### config.mk
export PLATFORM = sky130hd
export DESIGN_NAME = cpu_trace_capture
export DESIGN_NICKNAME = d
export VERILOG_FILES = /design/src/rtl/mcu_trace_pkg.sv /design/src/rtl/cpu_trace_capture_fifo_mem.sv /design/src/rtl/cpu_trace_capture.sv
export SDC_FILE = /design/constraint.sdc
export NUM_CORES = 1
export LEC_CHECK = 0
export BUFFER_PORTS_ARGS = -buffer_cell sky130_fd_sc_hd__buf_4
export CAP_MARGIN = 20
export CELL_PAD_IN_SITES_DETAIL_PLACEMENT = 0
export CELL_PAD_IN_SITES_GLOBAL_PLACEMENT = 1
export CORE_UTILIZATION = 57
export DETAILED_ROUTE_END_ITERATION = 8
export PLACE_DENSITY_LB_ADDON = 0.1
export SLEW_MARGIN = 20
export SYNTH_ARGS = -nofsm -noshare
export SYNTH_HDL_FRONTEND = slang
export SYNTH_SLANG_ARGS = --single-unit
### constraint.sdc
create_clock -name clk -period 20.4 [get_ports clk]
set_input_delay 4.08 -clock clk [delete_from_list [all_inputs] [get_ports clk]]
set_output_delay 4.08 -clock clk [all_outputs]
set_load 0.01 [all_outputs]
### src/rtl/mcu_trace_pkg.sv
// Shared types and constants for the CPU trace capture block.
// Latency: none (types and constants only).
// Backpressure: not applicable; CPU_TRACE_TIMESTAMP_EN adds a ts field to each entry.
package mcu_trace_pkg;

    localparam int DATA_W_DEF = 8;
    localparam int TS_W_DEF   = 16;
    localparam logic [7:0] DROP_MAX = 8'hFF;

`ifdef CPU_TRACE_TIMESTAMP_EN
    localparam bit TS_STORED = 1'b1;
`else
    localparam bit TS_STORED = 1'b0;
`endif

    // One trace record at the default widths
    typedef struct packed {
`ifdef CPU_TRACE_TIMESTAMP_EN
        logic [TS_W_DEF-1:0]   ts;
`endif
        logic [DATA_W_DEF-1:0] w;
        logic [DATA_W_DEF-1:0] ram;
    } trace_entry_t;

    // Storage width of one entry for arbitrary data/timestamp widths
    function automatic int entry_bits(input int dw, input int tw);
        return 2 * dw + (TS_STORED ? tw : 0);
    endfunction

endpackage

### src/rtl/cpu_trace_capture_fifo_mem.sv
// First-word-fall-through storage for trace entries: array, pointers, occupancy.
// Latency: a pushed entry is visible at the head one clock after the push edge.
// Backpressure: push ignored when full unless a pop happens in the same cycle; head reads 0 when empty.
module trace_fifo_mem #(
    parameter int W     = 16,
    parameter int DEPTH = 16,
    parameter int CW    = $clog2(DEPTH) + 1
) (
    input  logic          clk,
    input  logic          reset,
    input  logic          push,
    input  logic          pop,
    input  logic [W-1:0]  wr_dat,
    output logic [W-1:0]  rd_dat,
    output logic [CW-1:0] count,
    output logic          full,
    output logic          empty
);

    localparam int AW = $clog2(DEPTH);
    localparam logic [CW-1:0] FULL_CNT = CW'(DEPTH);

    logic [W-1:0]  mem_q [DEPTH];
    logic [W-1:0]  mem_d [DEPTH];
    logic [AW-1:0] wr_ptr_q, wr_ptr_d;
    logic [AW-1:0] rd_ptr_q, rd_ptr_d;
    logic [CW-1:0] count_q, count_d;
    logic          push_acc;
    logic          pop_acc;

    assign full  = (count_q == FULL_CNT);
    assign empty = (count_q == '0);
    assign count = count_q;

    // A full FIFO still accepts a push when the head leaves in the same cycle
    assign push_acc = push & (~full | pop);
    assign pop_acc  = pop & ~empty;

    // Head is shown without a read request; an empty FIFO never exposes old data
    assign rd_dat = empty ? '0 : mem_q[rd_ptr_q];

    // Next-state for storage, pointers (wrap modulo DEPTH) and occupancy
    always_comb begin
        mem_d    = mem_q;
        wr_ptr_d = wr_ptr_q;
        rd_ptr_d = rd_ptr_q;
        if (push_acc) begin
            mem_d[wr_ptr_q] = wr_dat;
            wr_ptr_d        = wr_ptr_q + 1'b1;
        end
        if (pop_acc) begin
            rd_ptr_d = rd_ptr_q + 1'b1;
        end
        count_d = count_q + CW'(push_acc) - CW'(pop_acc);
    end

    // State registers, cleared asynchronously
    always_ff @(posedge clk or posedge reset) begin
        if (reset) begin
            for (int i = 0; i < DEPTH; i++) begin
                mem_q[i] <= '0;
            end
            wr_ptr_q <= '0;
            rd_ptr_q <= '0;
            count_q  <= '0;
        end else begin
            mem_q    <= mem_d;
            wr_ptr_q <= wr_ptr_d;
            rd_ptr_q <= rd_ptr_d;
            count_q  <= count_d;
        end
    end

endmodule

### src/rtl/cpu_trace_capture.sv
// Captures CPU w/ram outputs into a trace FIFO whenever either changes; CPU_TRACE_TIMESTAMP_EN adds timestamps.
// Latency: entry sampled at edge N is at the head with rd_valid high after edge N.
// Backpressure: rd_valid/rd_ready drain; pushes into a full FIFO without a pop are dropped and counted.
module cpu_trace_capture
    import mcu_trace_pkg::*;
#(
    parameter int DATA_W = DATA_W_DEF,
    parameter int DEPTH  = 16,
    parameter int TS_W   = TS_W_DEF
) (
    input  logic                     clk,
    input  logic                     reset,
    input  logic                     cap_en,
    input  logic [DATA_W-1:0]        w_in,
    input  logic [DATA_W-1:0]        ram_in,
    input  logic                     rd_ready,
    output logic                     rd_valid,
    output logic [DATA_W-1:0]        rd_w,
    output logic [DATA_W-1:0]        rd_ram,
`ifdef CPU_TRACE_TIMESTAMP_EN
    output logic [TS_W-1:0]          rd_ts,
`endif
    output logic [$clog2(DEPTH):0]   count,
    output logic                     overflow,
    output logic [7:0]               drop_cnt
);

    localparam int CW      = $clog2(DEPTH) + 1;
    localparam int ENTRY_W = entry_bits(DATA_W, TS_W);

    typedef struct packed {
`ifdef CPU_TRACE_TIMESTAMP_EN
        logic [TS_W-1:0]   ts;
`endif
        logic [DATA_W-1:0] w;
        logic [DATA_W-1:0] ram;
    } entry_t;

    logic [DATA_W-1:0] prev_w_q, prev_w_d;
    logic [DATA_W-1:0] prev_ram_q, prev_ram_d;
    logic              primed_q, primed_d;
    logic              overflow_q, overflow_d;
    logic [7:0]        drop_cnt_q, drop_cnt_d;
`ifdef CPU_TRACE_TIMESTAMP_EN
    logic [TS_W-1:0]   ts_q, ts_d;
`endif

    logic              push_req;
    logic              pop;
    logic              drop;
    logic              fifo_full;
    logic              fifo_empty;
    logic [CW-1:0]     fifo_count;
    entry_t            wr_entry;
    entry_t            rd_entry;

    // Change detector; an unprimed capture always records its first sample
    assign push_req = cap_en & (~primed_q | (w_in != prev_w_q) | (ram_in != prev_ram_q));
    assign pop      = rd_valid & rd_ready;
    assign drop     = push_req & fifo_full & ~pop;
    assign rd_valid = ~fifo_empty;

    // Pack the sampled values (and the pre-edge timestamp) into one entry
    always_comb begin
        wr_entry     = '0;
        wr_entry.w   = w_in;
        wr_entry.ram = ram_in;
`ifdef CPU_TRACE_TIMESTAMP_EN
        wr_entry.ts  = ts_q;
`endif
    end

    trace_fifo_mem #(
        .W     (ENTRY_W),
        .DEPTH (DEPTH),
        .CW    (CW)
    ) u_fifo (
        .clk    (clk),
        .reset  (reset),
        .push   (push_req),
        .pop    (pop),
        .wr_dat (wr_entry),
        .rd_dat (rd_entry),
        .count  (fifo_count),
        .full   (fifo_full),
        .empty  (fifo_empty)
    );

    assign rd_w     = rd_entry.w;
    assign rd_ram   = rd_entry.ram;
`ifdef CPU_TRACE_TIMESTAMP_EN
    assign rd_ts    = rd_entry.ts;
`endif
    assign count    = fifo_count;
    assign overflow = overflow_q;
    assign drop_cnt = drop_cnt_q;

    // Next-state for sampling history, drop bookkeeping and the timestamp counter
    always_comb begin
        prev_w_d   = prev_w_q;
        prev_ram_d = prev_ram_q;
        primed_d   = primed_q;
        if (cap_en) begin
            prev_w_d   = w_in;
            prev_ram_d = ram_in;
            primed_d   = 1'b1;
        end
        overflow_d = overflow_q | drop;
        drop_cnt_d = drop_cnt_q;
        if (drop && (drop_cnt_q != DROP_MAX)) begin
            drop_cnt_d = drop_cnt_q + 8'd1;
        end
`ifdef CPU_TRACE_TIMESTAMP_EN
        ts_d = ts_q + TS_W'(1);
`endif
    end

    // Control registers, cleared asynchronously
    always_ff @(posedge clk or posedge reset) begin
        if (reset) begin
            prev_w_q   <= '0;
            prev_ram_q <= '0;
            primed_q   <= 1'b0;
            overflow_q <= 1'b0;
            drop_cnt_q <= '0;
`ifdef CPU_TRACE_TIMESTAMP_EN
            ts_q       <= '0;
`endif
        end else begin
            prev_w_q   <= prev_w_d;
            prev_ram_q <= prev_ram_d;
            primed_q   <= primed_d;
            overflow_q <= overflow_d;
            drop_cnt_q <= drop_cnt_d;
`ifdef CPU_TRACE_TIMESTAMP_EN
            ts_q       <= ts_d;
`endif
        end
    end

endmodule

==> flow_results.org, run 1 <==
** Worst setup path
- Measured in cells, the most critical reg-to-reg path has a length of 14.
- The largest individual stage delay along the critical path comes from the cell buf_4.
- The critical path starts at u_fifo.rd_ptr_q[1]$_DFFE_PP0P_.
- CP startpoint kind :: flip-flop
- For the worst setup path, the data required time is 16.32 ns.
- Counting buffers and inverters, the worst setup path is 5 cells deep.
- Top Family by Delay on Critical Path :: multiplexers
- The worst setup path is of the reg -> out kind.
- The startpoint identified for the worst register-to-register timing path is prev_ram_q[5]$_DFFE_PP0P_.
- On the worst path, the slowest cell contributes a delay of 0.78 ns.
- The critical path contains buffers and inverters numbering 2 combined.
- Traced cell by cell, the critical path runs through buf_4 -> mux4_2 -> mux4_2 -> nor2b_1 -> buf_4.
- Reg-to-Reg End :: u_fifo.count[4]$_DFF_PP0_
- For flop-to-flop paths, the worst setup slack is ~17 ns.
- CP arrival :: 3.40 ns
- Highest net fanout along the worst path :: 52
- STA classifies the critical path endpoint as a primary output.

** Floorplanning
- Chip width :: approximately 160 um
- roughly 50 I/O pins were placed.
- Core ar. :: 0.02354 mm2
- Rows :: 56
- Vertical die dimension :: around 160 um
- The floorplan step defined a die boundary enclosing 0.02471 mm2.
- For this configuration, the core starts out at a cell density of roughly three fifths.

** Drt
- In this run the remaining antenna-violating nets after routing total 0.
- Routed vias :: 7479
- For this block, the initial DRC count from the detailed router was about 450.
- Detailed Route WL :: around 31 mm
- The first detailed-routing pass took 6 iterations.
- Using the TritonRoute via totals, the vias-per-cell ratio works out to ~6.0.
- For this run, design rule violations remaining after detail routing come to 0.
- After detailed routing, the average wire length per cell comes to about 25 um.

** Layout
- Share of cells above drive strength 1 :: 49.84%
- Area growth from synthesis to layout :: 10.49%
- After routing the design area is approximately 0.015 mm2.
- The net count of the finished layout is 931.
- The filler cells instantiated in the layout total 1734.
- For this run, the share of the core covered by cells in the final layout is roughly 64%.
- 0 antenna diodes ended up in the layout.
- Non-filler cells, final :: between 1k and 1.5k

** Placement
- In this run the tool buffered the top-level ports with 50 buffer cells.
- In this run the cell area measured after placement is between 0.01 and 0.015 mm2.
- The number of placed instances, taps included, is 1185.
- Detailed Place HPWL :: between 15 and 20 mm
- Placer congestion estimate :: 0.7510

** Global routing
- Total grt overflow :: 0
- The first global-routing pass estimated slightly below 50 mm of wire.
- Entering global routing, the biggest net connects roughly 120 pins.
- Global Route Usage Sum :: between 20% and 30%
- The via count of the first global-routing pass was between 8k and 9k.
- Number of antenna violations at the first check in global routing :: 0

** Clock tree
- Clock transition at the register clock pins on the worst setup and hold paths after CTS :: ~0.060 ns
- The tree is rooted in a clkbuf_16.
- For this design, the CTS-stage hold fixing added 0 buffers.
- The clock reaches the later pin of the worst-skew pair after between 0.5 and 0.6 ns.
- The clock passes through at most 3 buffers.
- Resized cells post-CTS :: 0
- TritonCTS clock tree :: done
- In this run the post-CTS setup repair buffer count came out at 0.
- TritonCTS Buffers :: 30
- Htree depth :: 1
- Clock sink count :: ~300

** Yosys
- After synthesis the netlist holds a flip-flop and latch count of between 200 and 300.
- The share of the Yosys chip area taken by registers is between 50% and 60%.
- Counting flops with a built-in enable in the synthesized netlist gives 0.
- Average cell area after synthesis :: ~16 um2
- Most used DFF post-synth :: dfrtp_1
- After synthesis the cells add up to around 0.014 mm2.
- Count of different cell masters after synthesis :: 35
- Asr flop ratio synth :: 100.0%
- Net Count, Synth :: between 900 and 1k
- Yosys printed 0 warnings.
- In the synthesized netlist, the number of instances is approximately 880.

** Power and ir drop
- Total Power :: roughly 2.5 mW
- VDD sags by at most around 0.13 mV.
- Total power density per cell area :: 163.0 mW/mm2
- Leak pwr :: around 6.7 nW

** Timing
- Final slew viol count :: 0
- Min Clock Period, post-route :: 7.480 ns
- Hold Violations, Final :: 0
- For the pin with the worst max-slew slack, the measured transition is ~1.0 ns.
- Total Neg Setup Slack :: 0 ns
- Setup repair after global routing left no endpoint under its margin.
- Number of endpoints failing setup at the final stage :: 0
- Of the available clock period, the critical path in the final layout requires 36.67%.
- Peak clock frequency supported by timing :: roughly 130 MHz
- Measured against its own limit, the worst slew margin works out to just under 30%.
- The clock arrives with around 0.0064 ns of skew.

** Status
- Outcome :: complete, no violations

** Job
- Max_cap viols :: 0

** Hold path
- Worst min-delay path startpoint :: overflow$_DFF_PP0_
- For hold timing, the worst endpoint is overflow$_DFF_PP0_.
- In this run the worst hold path is classified as reg -> reg.
- Along the worst hold path, the cell count comes to 1.
[worst register-to-register path: stages, from the launching register on]
cell     delay (ns)
dfrtp_1        0.39
xnor2_1        0.17
nand3_1        0.15
nor3_1         0.24
nand4_2        0.65
nand3_1        0.45
inv_1          0.10
ha_1           0.22
inv_1          0.07
fa_1           0.21
inv_1          0.05
a21oi_1        0.13
nor2_1         0.05
nor2_1         0.11
xnor2_1        0.12
[metal layers]
layer	vias up	track usage, %	wire length [um]
met5	-	0	0
met2	137	44.18	15350
met1	4044	37.06	13500
li1	3257	-	-
met4	0	6.149	591
met3	41	3.194	1085
[flip-flops by register name (all words and copies together) (netlist names)]
name	flops
primed_q	1
u_fifo.wr_ptr_q	4
drop_cnt	8
u_fifo.rd_ptr_q	4
prev_ram_q	8
overflow	1
prev_w_q	8
u_fifo.mem_q	256
u_fifo.count	5
[synthesized netlist by cell type, types with 3 or more instances]
cell type / n / area, um2
nand4_1: 6 / 37.54
nand2_1: 15 / 56.30
mux2_1: 20 / 225.2
nand2_2: 8 / 50.05
xor2_1: 6 / 52.55
nor2_1: 6 / 22.52
mux2_2: 255 / 2872
nor4b_1: 6 / 52.55
nor2b_1: 17 / 106.4
buf_2: 29 / 145.1
clkbuf_1: 33 / 123.9
and3_1: 5 / 31.28
nand3_1: 8 / 40.04
mux4_2: 80 / 1802
buf_1: 5 / 18.77
nand4b_1: 3 / 26.28
dfrtp_1: 295 / 7382
nor3_1: 8 / 40.04
ha_1: 12 / 150.1
inv_1: 14 / 52.55
xnor2_1: 27 / 236.5
buf_4: 10 / 75.07
[logic make-up (layout without fill, tap and decap cells)]
logic type | Yosys count | count (layout) | synth area share [%]
flip-flops | 295 | 295 | 53.76
AND/OR/NAND/NOR | 90 | 90 | 3.918
AO/OA/AOI/OAI | 4 | 4 | 0.1914
XOR/XNOR | 33 | 33 | 2.105
buffers and inverters | 92 | 129 | 3.107
multiplexers | 355 | 355 | 35.68
adder cells (fa/ha/maj) | 13 | 13 | 1.239
[where the power goes]
part	total, mW	leakage [nW]	internal [mW]	switching, mW
clock	0.508	0.454	0.291	0.217
combinational	0.958	2.58	0.588	0.370
sequential	1.01	3.64	0.847	0.160
total	2.47	6.67	1.73	0.747
[placed cells by master, fill, tap and decap left out, types with 2 or more instances in the layout]
cell       netlist  layout
a21oi_1          2       2
and3_1           5       5
buf_4           10      59
buf_6            1       3
clkbuf_1        33      10
clkbuf_16        0      31
clkbuf_8         0       4
clkinv_2         0       8
dfrtp_1        295     293
ha_1            12      12
inv_1           14      13
mux2_1          20      20
mux2_2         255     255
mux4_2          80      80
nand2_1         15      15
nand2_2          8       8
nand3_1          8       8
nand4_1          6       6
nand4b_1         3       3
nor2_1           6       5
nor2b_1         17      17
nor3_1           8       8
nor4b_1          6       6
xnor2_1         27      27
xor2_1           6       6
[per-stage QoR]
step           worst slack [ns]  hold slack, ns
4_1_cts                   12.70          0.4797
3_3_place_gp              13.27          0.4603
3_5_place_dp              13.30          0.4661
6_report                  12.92          0.4810
5_1_grt                   12.83          0.5010
2_1_floorplan             8.173          0.4533
[how the worst max path moves through the flow]
| stage | end |
|---|---|
| after global routing | rd_ram[4] |
| after global placement | rd_ram[4] |
| after floorplan | drop_cnt[0]$_DFFE_PP0P_ |
| after detailed placement | rd_ram[4] |
| after CTS | rd_ram[4] |
| final | rd_ram[4] |
[cell type report]
type                       count  area [um2]  share of cell area (%)
timing repair buffer          62       476.7                   3.142
sequential                   295        7387                   48.69
clock buffer                  45       868.3                   5.724
clock inverter                 8       40.04                  0.2639
multi-input combinational    495        5939                   39.15
tap                          319       399.1                   2.631
inverter                      14       60.06                  0.3959
No activity file was read; power rests on OpenSTA's default activity.
==> run 2, diff against run 1 <==
--- a/config.mk
+++ b/config.mk
@@ -9,7 +9,7 @@
 export CAP_MARGIN = 20
 export CELL_PAD_IN_SITES_DETAIL_PLACEMENT = 0
 export CELL_PAD_IN_SITES_GLOBAL_PLACEMENT = 1
-export CORE_UTILIZATION = 57
+export CORE_UTILIZATION = 53
 export DETAILED_ROUTE_END_ITERATION = 8
 export PLACE_DENSITY_LB_ADDON = 0.1
 export SLEW_MARGIN = 20
==> constraint.sdc (replaced) <==
create_clock -name clk -period 7.8 [get_ports clk]
set_input_delay 1.56 -clock clk [delete_from_list [all_inputs] [get_ports clk]]
set_output_delay 1.56 -clock clk [all_outputs]
set_load 0.01 [all_outputs]
==> flow_results.org, run 2 (synthesized netlist as in run 1, its figures left out) <==
** Layout
- Final Net Count :: roughly 930
- Area growth from synthesis to layout :: 12.33%
- The register with the most flip-flops in the layout has ~260 of them.
- Register area :: between 0.007 and 0.008 mm2
- Largest Register :: u_fifo.mem_q
- After routing the design area is ~0.015 mm2.
- Fillers :: roughly 1.9k
- Of the cells placed in the final design, the portion with a size suffix greater than 1 is approximately half.
- Non-filler cells, final :: roughly 1.3k
- In the final layout, the multi-input gates occupy 0.005946 mm2.
- Most used cells in the layout excluding fill and tap cells :: dfrtp_1, mux2_2, mux4_2
- The library cell used most frequently in the layout, excluding fill and tap cells, is dfrtp_1.

** Global routing
- The via count of the first global-routing pass came to a little over 8k.
- Number of antenna violations at the first check in global routing :: 1
- Global-route wire length before repair :: between 40 and 50 mm
- After global routing the overflow that remains totals 0.
- Global routing used around 25% of the available tracks.
- Pin count of the biggest net entering global routing :: approximately 160

** Clock tree
- Post-CTS timing repair inserted 0 buffers for setup.
- TritonCTS built the clock tree.
- The number of gates resized after CTS was 0.
- Cts hold-fix bufs :: 0
- Clock sink count :: 295
- Clock tree synthesis inserted a total of 34 buffers.
- In this run the clock root is driven by a clkbuf_16.
- Clock transition at the register clock pins on the worst setup and hold paths after CTS :: roughly 0.060 ns
- Htree depth :: 2
- In this run the deepest clock path goes through 3 buffers.
- Clock latency on the worst-skew pair, taken at its later pin, is 0.51 ns.

** Timing
- Min Clock Period, post-route :: ~5.2 ns
- Based on the critical path, the design can be clocked at up to between 150 and 200 MHz.
- The number of max-slew violations in the final report was 0.
- Hold Violations, Final :: 0
- Measured against its own limit, the worst slew margin works out to between 20% and 30%.
- Total Neg Setup Slack :: 0 ns
- Actual slew at the worst max-slew pin :: 1.107 ns
- Setup violations remaining at the end of the flow were counted as 0.
- RSZ-0062 raised after global routing :: false
- After layout, the worst path uses 66.17% of the clock period.
- Across the routed clock network, the largest skew measured is ~0.017 ns.

** Power and ir drop
- Leak pwr :: 6.777 nW
- Total Power :: around 6.8 mW
- Total power density per cell area :: 439.2 mW/mm2
- Highest ir drop seen on vdd :: around 0.27 mV

** Floorplanning
- Core ar. :: 0.02533 mm2
- Starting utilization of the core area :: about 54%
- Vertical die dimension :: 163.0 um
- DIE AREA :: roughly 0.027 mm2
- Chip width :: between 150 and 200 um
- The floorplan has 58 rows.
- During I/O placement, the number of pins put on the boundary was 51.

** Hold path
- The tightest min-delay check is of the reg -> reg type.

** Placement
- Placer congestion estimate :: 0.7253
- Dpl cell area :: between 0.01 and 0.015 mm2
- Number of cells in the design after placement :: roughly 1.2k
- Detailed Place HPWL :: around 19 mm
- Port buffering added 50 buffers.

** Worst setup path
- For the worst setup path, the data arrival time is 3.60 ns.
- The critical path is of the reg -> out type.
- Highest net fanout along the worst path :: 36
- Data on the critical path is required at its endpoint by roughly 6.2 ns.
- The worst setup path is captured at a primary output.
- The worst setup path is launched from a flip-flop.

** Status
- The run finished with clean final reports.

** Drt
- The pre-antenna-repair detailed-routing pass consisted of 5 iterations.
- After the first detailed-routing iteration, the DRC count stood at 496.
- Routed vias :: 7599
- Residual DRC :: 0
- Dividing the detail-routed via count by the number of cells gives 6.055.
- Post-route ant nets :: 0
- For this block, the routed nets add up to around 32 mm of wire.
- Dividing the detail-routed wire length by the instance count gives about 25 um.

** Job
- Across the run, the number of max-cap violations was 0.
run 2: changes by cell type in the layout (fill, tap and decap cells not counted), sizes merged:
| cell | previous run | this run |
|---|---|---|
| clkbuf | 45 | 52 |
| clkinv | 8 | 3 |
| bufinv | 0 | 3 |
| buf | 62 | 61 |
| clkinvlp | 0 | 1 |
| diode | 0 | 1 |
run 2: metrics by stage:
stage / hold WS (ns) / utilization (%) / setup slack [ns]
after floorplan: 0.4533 / - / 2.323
after global placement: 0.4617 / 56.35 / 2.986
after detailed placement: 0.4719 / 56.35 / 2.910
after CTS: 0.4854 / 60.78 / 2.586
after global routing: 0.5017 / 60.89 / 2.489
final: 0.4823 / 60.90 / 2.638
run 2: power by group:
part,switching [mW],internal [mW]
registers,0.476,2.21
clock network,0.606,0.989
logic,0.946,1.54
total,2.03,4.75
run 2: critical path, stage by stage, from the launching register on:
cell and delay, ns:
dfrtp_2 0.94, buf_4 0.69, mux4_2 0.60, mux4_2 0.46, nor2b_1 0.18, buf_4 0.19
run 2: path summary, 6_finish.rpt:
kind,startpoint,slack (ns),to,cells after the start
setup reg to reg,prev_w_q[4]$_DFFE_PP0P_,4.34,u_fifo.mem_q[197]$_DFFE_PP0P_,6
setup / recovery,u_fifo.rd_ptr_q[1]$_DFFE_PP0P_,2.64,rd_w[1],5
max in group asynchronous,reset,5.64,u_fifo.mem_q[210]$_DFFE_PP0P_,3
min in group asynchronous,reset,1.02,u_fifo.count[0]$_DFF_PP0_,2
hold / removal,overflow$_DFF_PP0_,0.48,overflow$_DFF_PP0_,1
hold reg to reg,overflow$_DFF_PP0_,0.48,overflow$_DFF_PP0_,1
run 2: layout make-up:
type,instances,area share (%)
Timing Repair Buffer,61,3.212
Antenna cell,1,0.01622
Multi-Input combinational cell,495,38.55
Clock buffer,52,6.547
Clock inverter,7,0.7382
Sequential cell,295,47.89
Tap cell,330,2.677
Inverter,14,0.3651
run 2: layer usage:
layer	up-vias	wire (um)	share of wire, %	track usage, %
met5	-	0	0	0
met2	153	16130	51	43.08
met4	0	583	1.8	6.839
li1	3272	-	-	-
met3	47	1600	5.0	3.794
met1	4127	13540	43	34.21
